**src/rtl/seg_pkg.sv**
```systemverilog
// Shared constants, glyphs and FSM state type for the shared 7-segment display arbiter.
package seg_pkg;

  localparam int unsigned NUM_DIGITS = 4;
  localparam int unsigned DIG_W      = 7;
  localparam int unsigned PAT_W      = NUM_DIGITS * DIG_W;

  localparam logic [3:0] AN_D0    = 4'b0111;
  localparam logic [3:0] AN_D1    = 4'b1011;
  localparam logic [3:0] AN_D2    = 4'b1101;
  localparam logic [3:0] AN_D3    = 4'b1110;
  localparam logic [3:0] AN_BLANK = 4'b1111;

  localparam logic [DIG_W-1:0] SEG_BLANK = 7'b1111111;
  localparam logic [DIG_W-1:0] GLYPH_S   = 7'b0010010;
  localparam logic [DIG_W-1:0] GLYPH_A   = 7'b0001000;
  localparam logic [DIG_W-1:0] GLYPH_F   = 7'b0001110;
  localparam logic [DIG_W-1:0] GLYPH_E   = 7'b0000110;

  typedef enum logic [1:0] {
    ST_IDLE = 2'd0,
    ST_OWN0 = 2'd1,
    ST_OWN1 = 2'd2
  } state_e;

  function automatic logic [3:0] anode_code(input logic [1:0] idx);
    logic [3:0] code;
    code = AN_BLANK;
    case (idx)
      2'd0: code = AN_D0;
      2'd1: code = AN_D1;
      2'd2: code = AN_D2;
      2'd3: code = AN_D3;
      default: code = AN_BLANK;
    endcase
    return code;
  endfunction

  // Digit 0 is the leftmost glyph, stored in the top bits of the pattern.
  function automatic logic [DIG_W-1:0] digit_glyph(input logic [PAT_W-1:0] pat,
                                                   input logic [1:0]       idx);
    logic [DIG_W-1:0] glyph;
    glyph = SEG_BLANK;
    case (idx)
      2'd0: glyph = pat[27:21];
      2'd1: glyph = pat[20:14];
      2'd2: glyph = pat[13:7];
      2'd3: glyph = pat[6:0];
      default: glyph = SEG_BLANK;
    endcase
    return glyph;
  endfunction

endpackage

```
**src/rtl/seg_display_arbiter_scan_tick.sv**
```systemverilog
// Free-running scan divider: pulses tick for one cycle every SCAN_DIV clocks.
module seg_scan_tick #(
  parameter int unsigned SCAN_DIV = 100000
) (
  input  logic clock,
  input  logic reset,
  output logic tick
);

  localparam int unsigned CNT_W = (SCAN_DIV > 1) ? $clog2(SCAN_DIV) : 1;

  logic [CNT_W-1:0] cnt_q;
  logic [CNT_W-1:0] cnt_d;

  assign tick = (cnt_q == CNT_W'(SCAN_DIV - 1));

  always_comb begin
    cnt_d = cnt_q + CNT_W'(1);
    if (tick) cnt_d = '0;
  end

  always_ff @(posedge clock) begin
    if (reset) cnt_q <= '0;
    else       cnt_q <= cnt_d;
  end

endmodule

```
**src/rtl/seg_display_arbiter.sv**
```systemverilog
// Round-robin owner arbitration of the 4-digit display with minimum hold time,
// plus the anode/segment scan for the current owner.
module seg_display_arbiter
  import seg_pkg::*;
#(
  parameter int unsigned SCAN_DIV   = 100000,
  parameter int unsigned HOLD_TICKS = 400
) (
  input  logic             clock,
  input  logic             reset,
  input  logic [1:0]       req,
  input  logic [PAT_W-1:0] pat0,
  input  logic [PAT_W-1:0] pat1,
  output logic [1:0]       gnt,
  output logic             busy,
  output logic [3:0]       an,
  output logic [DIG_W-1:0] seg
);

  localparam int unsigned HOLD_W = $clog2(HOLD_TICKS + 1);

  state_e            state_q, state_d;
  logic              last_q, last_d;
  logic [HOLD_W-1:0] hold_q, hold_d;
  logic [1:0]        idx_q, idx_d;
  logic [1:0]        gnt_q, gnt_d;
  logic              busy_q, busy_d;
  logic [3:0]        an_q, an_d;
  logic [DIG_W-1:0]  seg_q, seg_d;
  logic [PAT_W-1:0]  owner_pat;
  logic              hold_done;
  logic              tick;

  seg_scan_tick #(.SCAN_DIV(SCAN_DIV)) u_scan_tick (
    .clock (clock),
    .reset (reset),
    .tick  (tick)
  );

  assign gnt  = gnt_q;
  assign busy = busy_q;
  assign an   = an_q;
  assign seg  = seg_q;

  always_comb begin
    state_d   = state_q;
    last_d    = last_q;
    hold_d    = hold_q;
    idx_d     = idx_q;
    an_d      = an_q;
    seg_d     = seg_q;
    hold_done = (hold_q >= HOLD_W'(HOLD_TICKS));
    owner_pat = (state_q == ST_OWN1) ? pat1 : pat0;

    case (state_q)
      ST_IDLE: begin
        if (req == 2'b11)  state_d = last_q ? ST_OWN0 : ST_OWN1;
        else if (req[0])   state_d = ST_OWN0;
        else if (req[1])   state_d = ST_OWN1;
      end
      ST_OWN0: begin
        if (!req[0])                state_d = req[1] ? ST_OWN1 : ST_IDLE;
        else if (hold_done && req[1]) state_d = ST_OWN1;
      end
      ST_OWN1: begin
        if (!req[1])                state_d = req[0] ? ST_OWN0 : ST_IDLE;
        else if (hold_done && req[0]) state_d = ST_OWN0;
      end
      default: state_d = ST_IDLE;
    endcase

    // A grant change blanks the display so the old owner's glyph never ghosts.
    if (state_d != state_q) begin
      if (state_d == ST_OWN0)      last_d = 1'b0;
      else if (state_d == ST_OWN1) last_d = 1'b1;
      hold_d = '0;
      idx_d  = '0;
      an_d   = AN_BLANK;
      seg_d  = SEG_BLANK;
    end else if (tick) begin
      if (state_q == ST_IDLE) begin
        an_d  = AN_BLANK;
        seg_d = SEG_BLANK;
      end else begin
        an_d  = anode_code(idx_q);
        seg_d = digit_glyph(owner_pat, idx_q);
        idx_d = idx_q + 2'd1;
        if (!hold_done) hold_d = hold_q + HOLD_W'(1);
      end
    end

    gnt_d  = {state_d == ST_OWN1, state_d == ST_OWN0};
    busy_d = (state_d != ST_IDLE);
  end

  always_ff @(posedge clock) begin
    if (reset) begin
      state_q <= ST_IDLE;
      last_q  <= 1'b0;
      hold_q  <= '0;
      idx_q   <= '0;
      gnt_q   <= 2'b00;
      busy_q  <= 1'b0;
      an_q    <= AN_BLANK;
      seg_q   <= SEG_BLANK;
    end else begin
      state_q <= state_d;
      last_q  <= last_d;
      hold_q  <= hold_d;
      idx_q   <= idx_d;
      gnt_q   <= gnt_d;
      busy_q  <= busy_d;
      an_q    <= an_d;
      seg_q   <= seg_d;
    end
  end

endmodule

```
**config.mk**
```make
export PLATFORM = sky130hd
export DESIGN_NAME = seg_display_arbiter
export DESIGN_NICKNAME = d
export VERILOG_FILES = /design/src/rtl/seg_pkg.sv /design/src/rtl/seg_display_arbiter_scan_tick.sv /design/src/rtl/seg_display_arbiter.sv
export SDC_FILE = /design/constraint.sdc
export NUM_CORES = 1
export LEC_CHECK = 0
export CELL_PAD_IN_SITES_DETAIL_PLACEMENT = 1
export CELL_PAD_IN_SITES_GLOBAL_PLACEMENT = 2
export CORE_MARGIN = 10
export CORE_UTILIZATION = 31
export CTS_BUF_LIST = sky130_fd_sc_hd__clkbuf_8 sky130_fd_sc_hd__clkbuf_16
export DETAILED_ROUTE_END_ITERATION = 10
export PLACE_DENSITY = 0.92
export SKIP_CTS_REPAIR_TIMING = 1
export SLEW_MARGIN = 0
export SYNTH_ARGS = -nofsm -noshare
export SYNTH_HDL_FRONTEND = slang
export SYNTH_SLANG_ARGS = --single-unit
```
**constraint.sdc**
```tcl
create_clock -name clock -period 4.79 [get_ports clock]
set_clock_uncertainty 0.15 [all_clocks]
set_input_delay 0.7185 -clock clock [delete_from_list [all_inputs] [get_ports clock]]
set_output_delay 0.7185 -clock clock [all_outputs]
set_load 0.005 [all_outputs]
```
# Word level (Yosys, flattened, before mapping)
# Cells that the tools add are included.
# Widths: inputs -> output; s select.
# totals
inputBits	60
register_bits	45
wordCells	54
out_inout_bits	14
# op_classes
addsub	3
n_eq_ne	10
bitwise	2
mux	18
reduce_logical	11
magnitude_cmp	1
# ops
operator	n
$mux 28	1
$pmux 7 s4	1
$mux 2	9
$add 17x1->17 const B	1
$eq 17x17->1 const B	1
$pmux 4 s4	1
$eq 2x2->1 const B	5
$add 9x1->9 const B	1
$ge 9x9->1 const B	1
$mux 7	1
$eq 2x1->1 const B	3
$pmux 2 s3	1
$logic_not 2->1	2
$mux 4	1
$reduce_and 2->1	2
$reduce_bool 2->1	2
$reduce_or 2->1	2
$mux 1	3
$reduce_and 3->1	1
$add 2x1->2 const B	1
$logic_and 1x1->1	2
$ne 2x2->1	1
$not 1->1	2

# Longest topological paths before layout
# Gate-level depths: netlist (run 1).
# depth
ltp_word	8
mapped_depth	9
depth_no_buf	7

# By module
# Synthesis (run 1) repeated with hierarchy kept, for this count alone.
# hier_totals
cells_unflattened	288
area_unflattened_um2	2578.7
# modules_own_cells
module	n_inst	seq_area_each_um2	area_per_inst_um2	cells_each
seg_display_arbiter	1	560.5	1781.7	200
seg_scan_tick	1	340.3	797.0	88

# Least setup slack after synthesis (run 1)
# No wires, ideal clock.
# synth_timing
kind	register to register
start	register state_q[1]
end	register last_q
path_slack_ns	2.753
path_stages_with_launch	10
t_arrival_ns	1.822
path_buffers	2
setup_ns	0.064
period_less_slack_ns	2.037
required_ns	4.576
cell_sequence	dfxtp_1 or2_2 clkbuf_1 buf_2 o311a_1 nand3_1 inv_1 ha_1 a41o_1 nor2_1
# synth_via
word_cells_on_any_way	17
cone_classes	5 x eq/ne; 9 x mux; 3 x reduce/logical
# synth_rtl
item	line_no	rtl
start: declaration	seg_display_arbiter.sv:22	state_e state_q, state_d;
start signal: assignment	seg_display_arbiter.sv:107	state_q <= state_d;
$eq 2x2->1, or another cell as far along	seg_display_arbiter.sv:55	case (state_q)
$pmux 2 s3 (*)	seg_display_arbiter.sv:55	
net state_d[0]	seg_display_arbiter.sv:22	
$eq 2x1->1 (*)	-	
net gnt_d[0]	seg_display_arbiter.sv:26	logic [1:0] gnt_q, gnt_d;
$reduce_bool 2->1 (no line)	-	
$reduce_and 2->1 (no line)	-	
end signal: assignment	seg_display_arbiter.sv:108	last_q <= last_d;
end: declaration	seg_display_arbiter.sv:23	logic last_q, last_d;
# Mark *: on every way through the listed nets, which the timed path passes. The rest lies on a longest branch.
# A chain may end at the register's enable or synchronous reset.

# Final worst setup path (run 1)
# layout_timing
start	register state_q[1]
end	register seg_q[2] (netlist: seg[2])
# layout_via
elab_chain_cells	6
word_cells_on_any_way	16
cone_classes	3 x eq/ne; 11 x mux; 2 x reduce/logical
# layout_rtl
item	line_no	rtl
$mux 2	seg_display_arbiter.sv:59	else if (req[1]) state_d = ST_OWN1;
$mux 2	seg_display_arbiter.sv:58	else if (req[0]) state_d = ST_OWN0;
$mux 2	seg_display_arbiter.sv:57	if (req == 2'b11) state_d = last_q ? ST_OWN0 : ST_OWN1;
$pmux 2 s3	seg_display_arbiter.sv:55	
$ne 2x2->1	seg_display_arbiter.sv:73	if (state_d != state_q) begin
$reduce_or 2->1 (no line)	-	
end signal: assignment	seg_display_arbiter.sv:114	seg_q <= seg_d;
end: declaration	seg_display_arbiter.sv:29	logic [DIG_W-1:0] seg_q, seg_d;
# Parallel ways exist; a longest one is shown, timed or not.

==> impl_metrics.csv, run 1 <==
group,metric,value,unit
run_status,status,"complete, no violations",
routing,antenna_left,0,
pwr,power_switching,0.1887,mW
routing,drc,0,
run,cap_viol_max_count,0,
timing,post-route-period-util,54.17,%
global_route,grt_pass1_wl,13460,um
pwr,combPwrFrac,15.2,%
global_route,antenna_found_initial,0,
place,dp_hpwl,6457,um
cells_and_area,final_nets,445,
global_route,use_met1,15.90,%
cells_and_area,final-seq-area,900.9,um2
global_route,grt.overflow.total,0,
synth,synth-main-ff-cell,"dfxtp_1",
timing,finalSetupViolations,0,
clocking,clkTransAtPathRegs,90,ps
place,portBuffers,73,
timing,fin_hold_ws,319.8,ps
floorplanning,core-area,8763,um2
floorplanning,io_pins,74,
min_path,hold_class,"reg -> reg",
synth,yosysUniqueCellTypes,52,
clocking,tritoncts,"built",
timing,slew_headroom,45.49,%
synth,synthArstFlopShare,0,%
place,gp_congestion,0.7922,
critical_path,cp_data_required_time,4810,ps
floorplanning,num_rows,34,
synth,synth_top_area_share,32.00,%
timing,slew_viol_final,0,
pwr,pwr-share-clk,35.8,%
clocking,clock_latency,300,ps
global_route,met2_usage,20.20,%
timing,hold_viol_final,0,
floorplanning,die-area,13290,um2
global_route,grt_pass1_vias,2574,
global_route,grt_busiest_layer,"met2",
routing,drtPass1Iterations,4,
clocking,clock_path_buffers,2,
synth,synth_cells,311,
cells_and_area,layout.cells.non_filler,481,
synth,ys_seq_area_share,32.00,%
synth,synth_area_per_cell,9.052,um2
synth,synth_edf_count,0,
floorplanning,initial_utilization,32.12,%
cells_and_area,syn_to_final_growth,30.71,%
timing,fin_tns_setup,0,ps
global_route,grtUsageMet3,2.656,%
cells_and_area,layout-drive-gt1-share,10.72,%
cells_and_area,mostFrequentLayoutCell,"clkdlybuf4s50_1",
synth,synthTopCellsByArea,"dfxtp_1 32%, ha_1 5.8%, mux2i_1 5.0%, o21ai_0 4.1%, a22oi_1 3.7%",
timing,max_slew.worst_pin.slew,817.6,ps
clocking,clock-sinks,45,
pwr,p_leak,1.226,nW
cells_and_area,final_cell_mix,"73 x clkdlybuf4s50_1, 45 x dfxtp_1, 26 x nor2_1, 23 x o21ai_0, 15 x nand3_1",
critical_path,critical_path_arrival,2610,ps
routing,routed_wl,8239,um
pwr,swShare,23.68,%
synth,synth_area,2815,um2
clocking,cts.root.buffer_cell,"clkbuf_8",
routing,avgViaCountPerCell,5.283,
place,dp_cells,473,
pwr,p_int,0.6081,mW
global_route,grt_max_degree,23,
global_route,track_usage,12.18,%
critical_path,crit_path_end_kind,"flop",
floorplanning,die_w,115.3,um
critical_path,path_class,"reg -> reg",
routing,drtIter0Drc,119,
critical_path,cp_max_fo,16,
synth,yosys_register_bits,45,
cells_and_area,nFillCells,1026,
synth,synth_fp_nets,384,
timing,rsz0062_at_grt,"false",
timing,period_needed,2595,ps
cells_and_area,n_antenna_cell,0,
pwr,pwr-share-seq,49.0,%
critical_path,startpoint_type,"flop",
synth,synth_area_leader_cell,"dfxtp_1",
routing,vias,2541,
synth,yosysWarningCount,0,
pwr,power_per_cell_area,216.5,nW/um2
cells_and_area,multi_input_area,1760,um2
timing,max_clock_freq,385.4,MHz
clocking,htreeDepth,2,
clocking,cts_buffers,5,
pwr,ir_drop,0.1170,mV
floorplanning,die_h,115.3,um
routing,routedWlPerCell,17.13,um
## metrics by stage
stage               util [%]  setup WS, ps  total power [mW]  cell area, um2
floorplan                  -          2753            0.4573            2815
CTS                    41.99          2231            0.8104            3680
finish                 41.99          2195            0.7968            3680
global route           41.99          1988            0.8355            3680
global placement       40.72          2055            0.5187            3568
detailed placement     40.72          1972            0.5218            3568
## sequential cells by signal, indices dropped and copies added, names as in the netlist
register / cells
busy: 1
gnt: 2
last_q: 1
an: 4
seg: 7
u_scan_tick.cnt_q: 17
state_q: 2
idx_q: 2
hold_q: 9
## power by group through the flow
stage	Clock (mW)	Sequential (mW)	Combinational [mW]
floorplan	0	0.394	0.0631
global placement	0	0.399	0.120
detailed placement	0	0.400	0.122
CTS	0.297	0.391	0.123
global route	0.309	0.393	0.133
finish	0.285	0.391	0.121
## routing by layer
layer	part of all wire (%)	wire length, um	vias up
met5	0	0	-
met4	0.69	57	0
met3	5.5	457	6
met2	46	3756	68
met1	48	3968	1194
li1	-	-	1273
## critical path, cell delays in order, from the launching register on
cell and delay, ps:
dfxtp_1 630, nor2b_1 290, buf_4 290, mux2_2 360, a2111oi_0 590, o21ai_0 140
## cells in the mapped netlist, drive strengths merged, types with 5 or more instances
| master | number |
|---|---|
| nand3 | 15 |
| mux2i | 14 |
| nor3b | 7 |
| buf | 11 |
| nand4 | 12 |
| xnor2 | 6 |
| nor2 | 26 |
| a21oi | 12 |
| dfxtp | 45 |
| inv | 9 |
| o21ai | 25 |
| and4 | 5 |
| nand2 | 10 |
| or3 | 5 |
| clkbuf | 9 |
| mux2 | 8 |
| nor2b | 11 |
| a22oi | 14 |
| xor2 | 7 |
| a2111oi | 7 |
| ha | 13 |
## logic make-up after synthesis
family                     count (synthesis)  synth area share [%]
AOI/OAI and AO/OA                         73                 20.00
xor gates and xnor gates                  13                 4.044
adders and majority gates                 13                 5.778
buffers and inverters                     29                 5.466
DFF                                       45                 32.00
muxes                                     22                 8.178
and+or+nand+nor                          116                 24.53
## final timing paths
path | start | cells past startpoint | slack [ps] | endpoint
min reg2reg | u_scan_tick.cnt_q[0]$_SDFF_PP0_ | 1 | 320 | u_scan_tick.cnt_q[0]$_SDFF_PP0_
max | state_q[1]$_SDFF_PP0_ | 5 | 2200 | seg[2]$_SDFFE_PP1P_
min | u_scan_tick.cnt_q[0]$_SDFF_PP0_ | 1 | 320 | u_scan_tick.cnt_q[0]$_SDFF_PP0_
max reg2reg | state_q[1]$_SDFF_PP0_ | 5 | 2200 | seg[2]$_SDFFE_PP1P_
## layout make-up
type / instances / area share [%]
inverter: 9 / 0.9181
timing repair buffer: 74 / 20.06
clock inverter: 3 / 1.156
sequential: 45 / 24.48
tap: 108 / 3.672
clock buffer: 5 / 1.870
multi-input combinational: 237 / 47.84
Power figures use the tool's default switching activity.
==> run 2: changes to the inputs <==
--- a/config.mk
+++ b/config.mk
@@ -8,10 +8,10 @@
 export CELL_PAD_IN_SITES_DETAIL_PLACEMENT = 1
 export CELL_PAD_IN_SITES_GLOBAL_PLACEMENT = 2
 export CORE_MARGIN = 10
-export CORE_UTILIZATION = 31
+export CORE_UTILIZATION = 26
 export CTS_BUF_LIST = sky130_fd_sc_hd__clkbuf_8 sky130_fd_sc_hd__clkbuf_16
 export DETAILED_ROUTE_END_ITERATION = 10
-export PLACE_DENSITY = 0.92
+export PLACE_DENSITY = 0.83
 export SKIP_CTS_REPAIR_TIMING = 1
 export SLEW_MARGIN = 0
 export SYNTH_ARGS = -nofsm -noshare
==> constraint.sdc (replaced) <==
create_clock -name clock -period 2.25 [get_ports clock]
set_clock_uncertainty 0.15 [all_clocks]
set_input_delay 0.3375 -clock clock [delete_from_list [all_inputs] [get_ports clock]]
set_output_delay 0.3375 -clock clock [all_outputs]
set_load 0.005 [all_outputs]
==> run 2 against run 1 <==
First-iteration DRC count decreased by 33%. Via count increased by 3.0%. Total power increased by 100%. Register-to-register slack got worse by 2000 ps. Final area increased by 5.3%. Critical path type unchanged. Largest power group unchanged. Highest routed layer unchanged.
==> impl_metrics.csv, run 2 (synthesis results as in run 1) <==
group,metric,value,unit
critical_path,critical_path_arrival,2160,ps
timing,fin_hold_ws,325.3,ps
cells_and_area,layout.cells.non_filler,527,
clocking,cts_buffers,5,
pwr,ir_drop,0.1786,mV
pwr,p_leak,1.315,nW
routing,vias,2616,
global_route,grt_max_degree,17,
routing,drc,0,
timing,slew_viol_final,0,
critical_path,path_class,"reg -> reg",
clocking,cts.root.buffer_cell,"clkbuf_8",
critical_path,max_stage_delay,450,ps
global_route,grt_pass1_wl,13900,um
place,dp_cells,519,
place,portBuffers,73,
timing,max_slew.worst_pin.slew,513.0,ps
clocking,clock-sinks,45,
critical_path,slowest_stage,"o311a_4",
timing,rsz0062_at_grt,"false",
cells_and_area,largest_reg_flops,17,
place,placed_cell_area,3776,um2
critical_path,cp_max_fo,6,
floorplanning,die_w,124.1,um
min_path,hold_class,"reg -> reg",
place,dp_hpwl,6881,um
critical_path,startpoint_type,"flop",
global_route,grt.overflow.total,0,
floorplanning,io_pins,74,
run,cap_viol_max_count,0,
floorplanning,die_h,124.1,um
routing,routed_wl,8735,um
routing,drtPass1Iterations,4,
critical_path,crit_buf_inv,0,
clocking,tritoncts,"built",
cells_and_area,n_antenna_cell,0,
floorplanning,initial_utilization,27.03,%
cells_and_area,stdcell_area,3874,um2
critical_path,cp_data_required_time,2330,ps
cells_and_area,final_nets,463,
timing,slew_headroom,65.80,%
timing,max_clock_freq,482.4,MHz
timing,post-route-period-util,92.13,%
floorplanning,core-area,10420,um2
run_status,status,"complete, no violations",
clocking,clkTransAtPathRegs,80,ps
clocking,clock_latency,290,ps
cells_and_area,layout-drive-gt1-share,15.09,%
cells_and_area,syn_to_final_growth,37.60,%
global_route,antenna_found_initial,0,
clocking,htreeDepth,2,
place,gp_congestion,0.8260,
timing,fin_tns_setup,0,ps
cells_and_area,mostFrequentLayoutCell,"clkdlybuf4s50_1",
critical_path,crit_path_end_kind,"flop",
floorplanning,die-area,15390,um2
critical_path,path_cells,"o311a_4 -> mux2_2 -> nand4_1 -> ha_1 -> a41o_1 -> nor2_1",
routing,drtIter0Drc,80,
routing,routedWlPerCell,16.57,um
global_route,grt_pass1_vias,2692,
timing,period_needed,2073,ps
routing,antenna_left,0,
cells_and_area,largest-register,"u_scan_tick.cnt_q",
cells_and_area,nFillCells,1257,
routing,avgViaCountPerCell,4.964,
timing,hold_viol_final,0,
global_route,track_usage,11.22,%
cells_and_area,finish.utilization,37.19,%
clocking,clock_path_buffers,2,
critical_path,crit_family,"compound AO/OA/AOI/OAI gates",
timing,finalSetupViolations,0,
pwr,power_per_cell_area,411.4,nW/um2
floorplanning,num_rows,37,
cells_and_area,final_cell_mix,"73 x clkdlybuf4s50_1, 45 x dfxtp_1, 26 x nor2_1, 23 x o21ai_0, 16 x buf_4",
==> run 2: cell type report <==
class	count	area, um2	share of cell area (%)
multi-input combinational	237	1774	45.80
timing repair buffer	92	910.9	23.51
sequential	45	900.9	23.26
tap	136	170.2	4.393
clock buffer	5	68.82	1.776
inverter	9	33.78	0.8721
clock inverter	3	15.01	0.3876
==> run 2: worst paths after layout <==
check / start / end / slack, ps / cells past startpoint
max: hold_q[4]$_SDFFE_PP0P_ / last_q$_SDFFE_PP0P_ / 180 / 6
min: u_scan_tick.cnt_q[0]$_SDFF_PP0_ / u_scan_tick.cnt_q[0]$_SDFF_PP0_ / 330 / 1
max reg2reg: hold_q[4]$_SDFFE_PP0P_ / last_q$_SDFFE_PP0P_ / 180 / 6
min reg2reg: u_scan_tick.cnt_q[0]$_SDFF_PP0_ / u_scan_tick.cnt_q[0]$_SDFF_PP0_ / 330 / 1
==> run 2: through the flow <==
stage,power (mW),setup WS [ps]
6_report,1.594,177.0
5_1_grt,1.695,13.81
2_1_floorplan,0.9735,213.4
3_5_place_dp,1.138,-68.23
3_3_place_gp,1.133,40.55
4_1_cts,1.633,-95.16
==> run 2: power by group <==
| part | internal, mW | switching (mW) | leakage (nW) | total, mW |
|---|---|---|---|---|
| combinational | 0.178 | 0.117 | 0.904 | 0.294 |
| clock | 0.211 | 0.265 | 0.0467 | 0.476 |
| sequential | 0.811 | 0.0124 | 0.365 | 0.823 |
==> run 2: per-layer routing <==
| layer | global-route usage, % | vias up | share of wire [%] |
|---|---|---|---|
| met5 | 0 | - | 0 |
| met4 | 3.309 | 0 | 1.2 |
| met3 | 2.624 | 7 | 6.8 |
| met2 | 19.43 | 67 | 46 |
| met1 | 13.46 | 1236 | 46 |
| li1 | - | 1306 | - |
==> run 3: changes to the inputs <==
--- a/config.mk
+++ b/config.mk
@@ -5,6 +5,7 @@
 export SDC_FILE = /design/constraint.sdc
 export NUM_CORES = 1
 export LEC_CHECK = 0
+export CAP_MARGIN = 0
 export CELL_PAD_IN_SITES_DETAIL_PLACEMENT = 1
 export CELL_PAD_IN_SITES_GLOBAL_PLACEMENT = 2
 export CORE_MARGIN = 10
==> constraint.sdc (replaced) <==
create_clock -name clock -period 1.75 [get_ports clock]
set_clock_uncertainty 0.15 [all_clocks]
set_input_delay 0.2625 -clock clock [delete_from_list [all_inputs] [get_ports clock]]
set_output_delay 0.2625 -clock clock [all_outputs]
set_load 0.005 [all_outputs]
==> run 3 against run 2 <==
The flow now finishes with violations (setup timing). First-iteration DRC count grew 13%. Wire length grew 23%. Sequential power grew 29%. Fmax grew 3.3%. Final cell count grew 15%. Setup slack lost 430 ps. Via count grew 18%. Critical path type unchanged. Critical endpoint unchanged.
==> impl_metrics.csv, run 3 (synthesis results as in run 1) <==
group,metric,value,unit
pwr,power_switching,0.5840,mW
routing,drtIter0Drc,90,
pwr,p_int,1.643,mW
cells_and_area,layout-drive-gt1-share,39.45,%
global_route,grt_pass1_vias,3134,
critical_path,r2r_start,"hold_q[4]$_SDFFE_PP0P_",
timing,fin_tns_setup,-3909,ps
routing,drc,0,
global_route,grt_pass1_wl,15860,um
timing,worst_slack,-257.5,ps
pwr,ir_drop,0.3105,mV
clocking,tritoncts,"built",
critical_path,cp_max_fo,4,
global_route,grt.overflow.total,0,
critical_path,crit_path_end_kind,"flop",
pwr,pwr-share-seq,47.5,%
floorplanning,io_pins,74,
timing,max_clock_freq,498.1,MHz
place,dpl_worst_slack,-407.7,ps
floorplanning,die_w,124.1,um
cells_and_area,syn_to_final_growth,71.96,%
critical_path,rrSetupSlack,-260,ps
pwr,power_per_cell_area,460.0,nW/um2
clocking,htreeDepth,2,
pwr,combPwrFrac,24.4,%
global_route,track_usage,12.66,%
pwr,p_leak,1.776,nW
floorplanning,initial_utilization,27.03,%
place,gp_congestion,0.8248,
routing,avgViaCountPerCell,5.081,
routing,antenna_left,0,
routing,routed_wl,10750,um
place,portBuffers,73,
clocking,clkTransAtPathRegs,90,ps
cells_and_area,n_antenna_cell,0,
clocking,cts.root.buffer_cell,"clkbuf_8",
critical_path,max_stage_delay,410,ps
timing,post-route-period-util,114.7,%
floorplanning,num_rows,37,
clocking,clock_latency,300,ps
critical_path,critical_path_arrival,2060,ps
timing,slew_headroom,67.65,%
critical_path,r2r-end,"last_q$_SDFFE_PP0P_",
timing,max_slew.worst_pin.slew,480.8,ps
min_path,hold_end,"hold_q[3]$_SDFFE_PP0P_",
timing,hold_viol_final,0,
critical_path,slowest_stage,"o311a_4",
critical_path,cp_data_required_time,1800,ps
timing,slew_viol_final,0,
cells_and_area,mostFrequentLayoutCell,"buf_4",
critical_path,ff2ff_path_depth,6,
run_status,status,"finished with violations",
cells_and_area,largest_reg_flops,17,
timing,fin_hold_ws,375.1,ps
min_path,hold_class,"reg -> reg",
global_route,antenna_found_initial,0,
timing,period_needed,2008,ps
clocking,clock-sinks,45,
cells_and_area,final_cell_mix,"81 x buf_4, 73 x clkdlybuf4s50_1, 29 x dfxtp_1, 26 x nor2_1",
timing,rsz0062_at_grt,"true",
routing,routedWlPerCell,17.77,um
floorplanning,die_h,124.1,um
floorplanning,die-area,15390,um2
clocking,clock_path_buffers,2,
cells_and_area,final_nets,543,
min_path,whs_path_depth,2,
routing,vias,3074,
place,dp_hpwl,8038,um
pwr,pwr-share-clk,28.1,%
min_path,hold_start,"hold_q[3]$_SDFFE_PP0P_",
critical_path,path_class,"reg -> reg",
global_route,grt_max_degree,22,
routing,drtPass1Iterations,4,
critical_path,startpoint_type,"flop",
cells_and_area,largest-register,"u_scan_tick.cnt_q",
pwr,swShare,26.23,%
run,cap_viol_max_count,0,
timing,finalSetupViolations,32,
run_status,violations,"setup timing",
critical_path,path_cells,"o311a_4 -> mux2_4 -> nand4_1 -> ha_1 -> a31oi_1 -> nor2_1",
clocking,cts_buffers,5,
floorplanning,core-area,10420,um2
[run 3: changes by cell type in the layout (fill, tap and decap cells not counted), sizes merged]
cell / before / now
clkbuf: 5 / 8
clkinv: 0 / 1
inv: 11 / 9
clkinvlp: 1 / 0
buf: 19 / 96
[run 3: cell type report]
class | count | area, um2
multi-input cells | 237 | 1998
fillers | 1184 | 5575
repair buffers | 172 | 1639
clock inverters | 1 | 5.005
inverters | 9 | 33.78
well taps | 136 | 170.2
flip-flops and latches | 45 | 925.9
clock buffers | 5 | 68.82
[run 3: per-stage QoR]
| stage | util (%) | total power, mW | cells | instance area [um2] |
|---|---|---|---|---|
| 3_5_place_dp | 41.90 | 1.528 | 582 | 4364 |
| 2_1_floorplan | - | 1.275 | 311 | 2938 |
| 5_1_grt | 46.47 | 2.339 | 605 | 4841 |
| 3_3_place_gp | 41.90 | 1.514 | 582 | 4364 |
| 6_report | 46.47 | 2.227 | 605 | 4841 |
| 4_1_cts | 42.61 | 2.147 | 588 | 4438 |
[run 3: layer usage]
| metal | GRT usage [%] | share of wire (%) | vias up |
|---|---|---|---|
| met3 | 2.941 | 5.2 | 13 |
| met4 | 2.806 | 1.7 | 0 |
| met1 | 14.31 | 42 | 1513 |
| met2 | 23.45 | 51 | 83 |
| li1 | - | - | 1465 |
| met5 | 0 | 0 | - |
[run 3: critical path: cells and delay by family, from the launching register on]
family	cells	cell delay, ps
adder cells (fa/ha/maj)	1	380
AND/OR/NAND/NOR	2	260
multiplexers	1	210
AO/OA/AOI/OAI	2	570
flip-flops	1	340
[run 3: power by group through the flow]
stage	Clock (mW)	Sequential (mW)	Combinational, mW
after floorplan	0	1.08	0.192
after global placement	0	1.08	0.435
after detailed placement	0	1.08	0.448
after CTS	0.641	1.06	0.451
after global routing	0.690	1.06	0.588
final	0.625	1.06	0.543
[run 3: worst max path at each step]
stage          slack [ps]                   to  cells past startpoint              startpoint
3_5_place_dp         -410  last_q$_SDFFE_PP0P_                      7                  req[0]
3_3_place_gp         -310  last_q$_SDFFE_PP0P_                      7                  req[0]
2_1_floorplan        -170  last_q$_SDFFE_PP0P_                      8   state_q[1]$_SDFF_PP0_
4_1_cts              -300  seg[3]$_SDFFE_PP1P_                      7   idx_q[0]$_SDFFE_PP0P_
5_1_grt              -360  last_q$_SDFFE_PP0P_                      6  hold_q[4]$_SDFFE_PP0P_
6_report             -260  last_q$_SDFFE_PP0P_                      6  hold_q[4]$_SDFFE_PP0P_
